### config.mk
export PLATFORM = sky130hd
export DESIGN_NAME = spike_rate_decoder
export DESIGN_NICKNAME = d
export VERILOG_FILES = /design/src/rtl/neuron_pkg.sv /design/src/rtl/sat_counter.sv /design/src/rtl/spike_rate_decoder.sv
export SDC_FILE = /design/constraint.sdc
export NUM_CORES = 1
export LEC_CHECK = 0
export CORE_AREA = 2 2 59 61
export CTS_CLUSTER_SIZE = 8
export DETAILED_ROUTE_END_ITERATION = 6
export DIE_AREA = 0 0 61 63
export GPL_TIMING_DRIVEN = 0
export PLACE_DENSITY = 0.75
export SLEW_MARGIN = 5
export SYNTH_ARGS = -nofsm -noshare
export SYNTH_HDL_FRONTEND = slang
export SYNTH_SLANG_ARGS = --single-unit
### constraint.sdc
create_clock -name clk -period 2.7 [get_ports clk]
set_clock_uncertainty 0.05 [all_clocks]
set_input_delay 0.54 -clock clk [delete_from_list [all_inputs] [get_ports clk]]
set_output_delay 0.54 -clock clk [all_outputs]
set_load 0.005 [all_outputs]
### src/rtl/neuron_pkg.sv
// Shared types and default widths for the spike-rate decoder.
// State enum and the default CNT_W, WIN_W and ISI_W constants.
package neuron_pkg;

  typedef enum logic {
    IDLE  = 1'b0,
    COUNT = 1'b1
  } state_t;

  localparam int CNT_W_DEF = 8;
  localparam int WIN_W_DEF = 10;
  localparam int ISI_W_DEF = 12;

endpackage

### src/rtl/sat_counter.sv
// Saturating up-counter with synchronous clear and sticky overflow flag.
// The o_* outputs are the values the counter takes on the next edge.
module sat_counter #(
  parameter int W = 8
) (
  input  logic         clk,
  input  logic         rst,
  input  logic         i_clr,
  input  logic         i_inc,
  output logic [W-1:0] o_nxt,
  output logic         o_sat_nxt
);

  logic [W-1:0] r_cnt;
  logic         r_sat;
  logic         w_max;

  assign w_max     = &r_cnt;
  assign o_nxt     = (i_inc && !w_max) ? r_cnt + W'(1) : r_cnt;
  assign o_sat_nxt = r_sat | (i_inc & w_max);

  always_ff @(posedge clk) begin
    if (rst || i_clr) begin
      r_cnt <= '0;
      r_sat <= 1'b0;
    end else begin
      r_cnt <= o_nxt;
      r_sat <= o_sat_nxt;
    end
  end

endmodule

### src/rtl/spike_rate_decoder.sv
// Windowed spike-rate decoder with a valid/ready result register.
// Define SPIKE_ISI_EN to add the inter-spike-interval output isi_out.
module spike_rate_decoder
  import neuron_pkg::*;
#(
  parameter int CNT_W = CNT_W_DEF,
  parameter int WIN_W = WIN_W_DEF,
  parameter int ISI_W = ISI_W_DEF
) (
  input  logic             clk,
  input  logic             rst,
  input  logic             ena,
  input  logic             spike_in,
  input  logic [WIN_W-1:0] win_len,
  output logic             rate_valid,
  input  logic             rate_ready,
  output logic [CNT_W-1:0] rate_data,
  output logic             rate_sat,
  output logic             drop_flag
`ifdef SPIKE_ISI_EN
  ,
  output logic [ISI_W-1:0] isi_out
`endif
);

  state_t r_state;
  state_t w_state_nxt;

  logic [WIN_W-1:0] r_win_cnt;
  logic             w_cnt_en;
  logic             w_close;
  logic             w_load;
  logic             w_xfer;
  logic             w_spk_clr;
  logic             w_spk_inc;
  logic [CNT_W-1:0] w_cnt_nxt;
  logic             w_sat_nxt;

  logic             r_valid;
  logic [CNT_W-1:0] r_data;
  logic             r_sat;
  logic             r_drop;

  always_ff @(posedge clk) begin
    if (rst) begin
      r_state <= IDLE;
    end else begin
      r_state <= w_state_nxt;
    end
  end

  always_comb begin
    w_state_nxt = r_state;
    unique case (r_state)
      IDLE:  if (ena)  w_state_nxt = COUNT;
      COUNT: if (!ena) w_state_nxt = IDLE;
    endcase
  end

  assign w_cnt_en  = (r_state == COUNT) && ena;
  assign w_close   = w_cnt_en && (r_win_cnt == '0);
  assign w_load    = ((r_state == IDLE) && ena) || w_close;
  assign w_xfer    = r_valid && rate_ready;
  // Counter idles at zero outside a live window, so aborts discard it.
  assign w_spk_clr = !w_cnt_en || w_close;
  assign w_spk_inc = w_cnt_en && spike_in;

  always_ff @(posedge clk) begin
    if (rst) begin
      r_win_cnt <= '0;
    end else if (w_load) begin
      r_win_cnt <= win_len;
    end else if (w_cnt_en) begin
      r_win_cnt <= r_win_cnt - WIN_W'(1);
    end
  end

  sat_counter #(
    .W (CNT_W)
  ) u_spk_cnt (
    .clk       (clk),
    .rst       (rst),
    .i_clr     (w_spk_clr),
    .i_inc     (w_spk_inc),
    .o_nxt     (w_cnt_nxt),
    .o_sat_nxt (w_sat_nxt)
  );

  always_ff @(posedge clk) begin
    if (rst) begin
      r_valid <= 1'b0;
      r_data  <= '0;
      r_sat   <= 1'b0;
      r_drop  <= 1'b0;
    end else if (w_close && (!r_valid || w_xfer)) begin
      r_valid <= 1'b1;
      r_data  <= w_cnt_nxt;
      r_sat   <= w_sat_nxt;
    end else begin
      if (w_close) r_drop  <= 1'b1;
      if (w_xfer)  r_valid <= 1'b0;
    end
  end

  assign rate_valid = r_valid;
  assign rate_data  = r_data;
  assign rate_sat   = r_sat;
  assign drop_flag  = r_drop;

`ifdef SPIKE_ISI_EN
  logic             r_seen;
  logic [ISI_W-1:0] r_isi;
  logic [ISI_W-1:0] w_gap_nxt;
  logic             w_gap_sat;

  sat_counter #(
    .W (ISI_W)
  ) u_gap_cnt (
    .clk       (clk),
    .rst       (rst),
    .i_clr     (spike_in),
    .i_inc     (1'b1),
    .o_nxt     (w_gap_nxt),
    .o_sat_nxt (w_gap_sat)
  );

  // Gap counts cycles after a spike, so the interval is gap + 1.
  always_ff @(posedge clk) begin
    if (rst) begin
      r_seen <= 1'b0;
      r_isi  <= '0;
    end else if (spike_in) begin
      r_seen <= 1'b1;
      if (r_seen) r_isi <= w_gap_nxt;
    end
  end

  assign isi_out = r_isi;
`endif

endmodule

# Word-level counts from Yosys, hierarchy flattened
# Index checks and enable logic that the tools add are counted.
# Widths: inputs -> output; s select.
# word_totals
regBits,31
in_bits,15
out_inout_bits,11
word_cells,39
# op_classes
n_addsub,2
n_mux,6
bitwise_logic,4
reduce_logical,19
# op_table
cell,count
$mux 10,2
$logic_not 10->1,1
$sub 10x1->10 const B,1
$add 8x1->8 const B,1
$mux 8,1
$reduce_and 8->1,1
$logic_and 1x1->1,7
$logic_or 1x1->1,4
$reduce_bool 2->1,2
$logic_not 1->1,3
$mux 1,3
$not 1->1,2
$reduce_and 2->1,1
$and 1x1->1,1
$or 1x1->1,1

# Depth between registers and ports, before layout
# depth
word_depth,5
mapped_depth,8
mapped_depth_nobuf,6

# Modules after synthesis
# A second synthesis with hierarchy kept.
# hier_totals
cells_unflattened,203
area_unflattened_um2,1785.5
# modules_own_cells
mod,n_inst,cells_each,area_each_um2,seq_area_each_um2
spike_rate_decoder,1,141,1181.1,440.4
sat_counter,1,62,604.3,180.2

# Worst setup path after synthesis
# Ideal clock, no wire load.
# synth_path
kind,flip-flop to flip-flop
from,reg r_win_cnt[0]
to,reg r_win_cnt[5]
setup_time_ns,0.122
arrival_time_ns,1.827
required_ns,2.528
path_slack_ns,0.701
path_stages_with_launch,9
n_path_buf,2
period_less_slack_ns,1.999
path_cell_list,dfxtp_1 -> inv_1 -> ha_1 -> or4b_1 -> buf_2 -> o31ai_4 -> buf_6 -> nor4b_1 -> a221o_1
# synth_between
elab_chain_cells,4
word_cells_on_any_way,7
classes_between,add/sub: 1; mux: 2; reduce/logical: 4
# synth_rtl
element,line_no,text
start: declaration,spike_rate_decoder.sv:29,logic [WIN_W-1:0] r_win_cnt;
start signal: assignment,spike_rate_decoder.sv:72,r_win_cnt <= win_len;
start signal: assignment,spike_rate_decoder.sv:74,r_win_cnt <= r_win_cnt - WIN_W'(1);
branches (longest 4 deep; another with $sub 10x1->10),n/a,
# Parallel ways; which one is timed is not known. The select of a mux whose other input is x is not followed.
# A chain may end at the register's enable or synchronous reset.

# Worst setup path in the final report
# Same ends and word-level chain as after synthesis.

==> reports/results.txt <==
Post-Syn Nets -> 207
FF-to-FF setup slack -> 0.45 ns
async set or reset register ratio after synthesis -> 0%
Psw -> 0.2776 mW
Final Hold Violating Endpoints -> 0
post-detailed-route count of antenna-violating nets -> 0
fin cells -> 269
fin crit share -> 83.27%
critical path class -> flop to flop
H-Tree Depth -> 2
worst-skew pair later-pin latency -> 0.33 ns
crit end category -> flop
post-synthesis sequential area ratio -> 39.15%
Worst Setup EP -> r_win_cnt[5]
number of antenna violations at the first check in global routing -> 0
top cell type by total area after synthesis -> dfxtp_1
Mapped Cells -> 190
Via-to-Cell Ratio -> 5.569
Clock Path Buffers -> 2
synthesized area -> 1585 um^2
CP startpoint -> r_win_cnt[0]
most frequent cells in the layout -> dfxtp_1, clkdlybuf4s50_1, nand2_1
ant diodes -> 0
Slew headroom -> 64.39%
share of cells above drive strength 1 -> 9.417%
power density cells -> 480.4 nW/um^2
core area -> 3232 um^2
internal power -> 0.6576 mW
outcome -> completed
RSZ-0062 raised after global routing -> no
Vias -> 1498
IO Port Bufs -> 25
Comb power frac -> 19.1%
final setup fails -> 0
routed len/inst -> 14.51 um
Hold/Removal Path Class -> flop to flop
setup_tns -> 0 ns
final wirelength -> 3.904 mm
vias in the first global route -> 1435
Static Leak -> 0.6807 nW
Synth top area share -> 39.15%
worst slew pin tran -> 0.5341 ns
RePlAce Congestion -> 0.8714
Post-CTS Setup Repair Bufs -> 0
FMAX -> 444.8 MHz
min Tclk post-route -> 2.248 ns
First DRT Iteration DRCs -> 86
synth top area cells -> dfxtp_1, nand2_1, mux2i_1
EDFF count, synth -> 0
Max Slew Vio Count -> 0
reg2reg end -> r_win_cnt[5]
GRT Total Usage -> 22.49%
Resize count post-CTS -> 0
synth warn -> 0
Main synth FF type -> dfxtp_1
Avg Cell Area, Syn -> 8.344 um^2
Die Width -> 61 um
Overflow after GRT -> 0
most common cell after layout, fill and taps aside -> dfxtp_1
worst flop-to-flop path startpoint -> r_win_cnt[0]
Clock Root Buffer -> clkbuf_4
# placed instances -> 261
first-pass GRT wire length -> 6.520 mm
Seq pwr share -> 52.4%
total CTS buffers -> 5
Cell Rows -> 21
area grow syn2layout -> 22.81%
Die Y -> 63 um
die area -> 3843 um^2
Worst EP arrival -> 2.43 ns
Starting Density -> 49.05%
# fillers -> 319
Critical Path Fanout Max -> 10
Clock power frac -> 28.5%
CTS tree -> done
worst r2r path cells -> 8
IR Drop Worst-Case VDD -> 326.9 uV
DP HPWL -> 2.825 mm
Req. time, crit path -> 2.88 ns
max_cap viols -> 0
Unique masters post-synth -> 45
flops & latches, synth -> 31
Critical Path Source Type -> flop
# IOs -> 26
clock slew at reported path FFs -> 0.11 ns
# hold bufs at CTS -> 0
NumNets Final -> 239
TritonCTS Sinks -> 31
drt drc -> 0
largest net degree at the start of global routing -> 11
switch share -> 29.69%
Detailed Routing Iterations Pass 1 -> 4
## worst min path at each step
stage,from,endpoint,slack [ns],depth (start not counted)
2_1_floorplan,u_spk_cnt.r_sat,u_spk_cnt.r_sat,0.38,2
3_3_place_gp,u_spk_cnt.r_sat,u_spk_cnt.r_sat,0.39,2
3_5_place_dp,rate_data[3],rate_data[3],0.42,2
4_1_cts,rate_data[7],rate_data[7],0.43,2
5_1_grt,r_win_cnt[8],r_win_cnt[8],0.45,2
6_report,rate_data[7],rate_data[7],0.43,2
## power groups by stage
| stage | clock network, mW | registers (mW) | logic [mW] |
|---|---|---|---|
| after CTS | 0.274 | 0.490 | 0.178 |
| after floorplan | 0 | 0.496 | 0.123 |
| final | 0.266 | 0.490 | 0.178 |
| after global routing | 0.297 | 0.493 | 0.196 |
| after detailed placement | 0 | 0.501 | 0.177 |
| after global placement | 0 | 0.500 | 0.173 |
## state kept, by name (all words and copies together) (netlist names)
signal and flops:
drop_flag 1, rate_data 8, r_win_cnt 10, u_spk_cnt.r_cnt 8
u_spk_cnt.r_sat 1, r_state 1, rate_valid 1, rate_sat 1
## cell usage after synthesis (all sizes together), types with 3 or more instances
master,n
nand3,11
buf,6
o21ai,11
nor2b,4
clkbuf,6
and3,4
a21oi,6
or4,3
a31oi,5
inv,9
mux2i,7
a211oi,4
dfxtp,31
nand2b,3
nor3,3
o22ai,8
nor2,18
nand2,21
## per-stage QoR
step | instance area (um^2) | hold slack [ns] | utilization, % | setup slack, ns | power, mW
3_5_place_dp | 1893 | 0.4194 | 58.58 | 0.1828 | 0.6777
4_1_cts | 1947 | 0.4344 | 60.24 | 0.4622 | 0.9417
5_1_grt | 1947 | 0.4463 | 60.24 | 0.2920 | 0.9862
2_1_floorplan | 1585 | 0.3771 | - | 0.7009 | 0.6192
3_3_place_gp | 1893 | 0.3928 | 58.58 | 0.2224 | 0.6725
6_report | 1947 | 0.4270 | 60.24 | 0.4517 | 0.9352
## critical path, stage by stage, from the launching register on
cell     delay, ns
dfxtp_1       0.36
inv_1         0.07
ha_1          0.18
or4b_1        0.46
buf_2         0.21
o31ai_4       0.30
buf_6         0.19
nor4b_1       0.06
a221o_1       0.27
## cell families after synthesis
| kind of cell | share of synthesized area [%] |
|---|---|
| muxes | 4.420 |
| DFF | 39.15 |
| adders and majority gates | 1.578 |
| xor gates and xnor gates | 0.5526 |
| and+or+nand+nor | 26.91 |
| buffers and inverters | 6.629 |
| AOI/OAI and AO/OA | 20.76 |
## metal layers
layer / vias up / part of all wire (%) / GRT usage, %
met1: 705 / 44 / 27.73
met5: - / 0 / 0
met3: 7 / 4.0 / 6.211
met2: 31 / 51 / 36.69
met4: 0 / 1.6 / 7.880
li1: 755 / - / -
## final cells by class
| cell class | instances | area (um^2) | area share, % |
|---|---|---|---|
| Clock buffer | 6 | 41.29 | 2.121 |
| Sequential cell | 31 | 620.6 | 31.88 |
| Inverter | 9 | 33.78 | 1.735 |
| Tap cell | 46 | 57.56 | 2.956 |
| Clock inverter | 2 | 12.51 | 0.6427 |
| Buffer | 12 | 71.32 | 3.663 |
| Multi-Input combinational cell | 138 | 859.6 | 44.15 |
| Timing Repair Buffer | 25 | 250.2 | 12.85 |
Power figures use the tool's default switching activity.
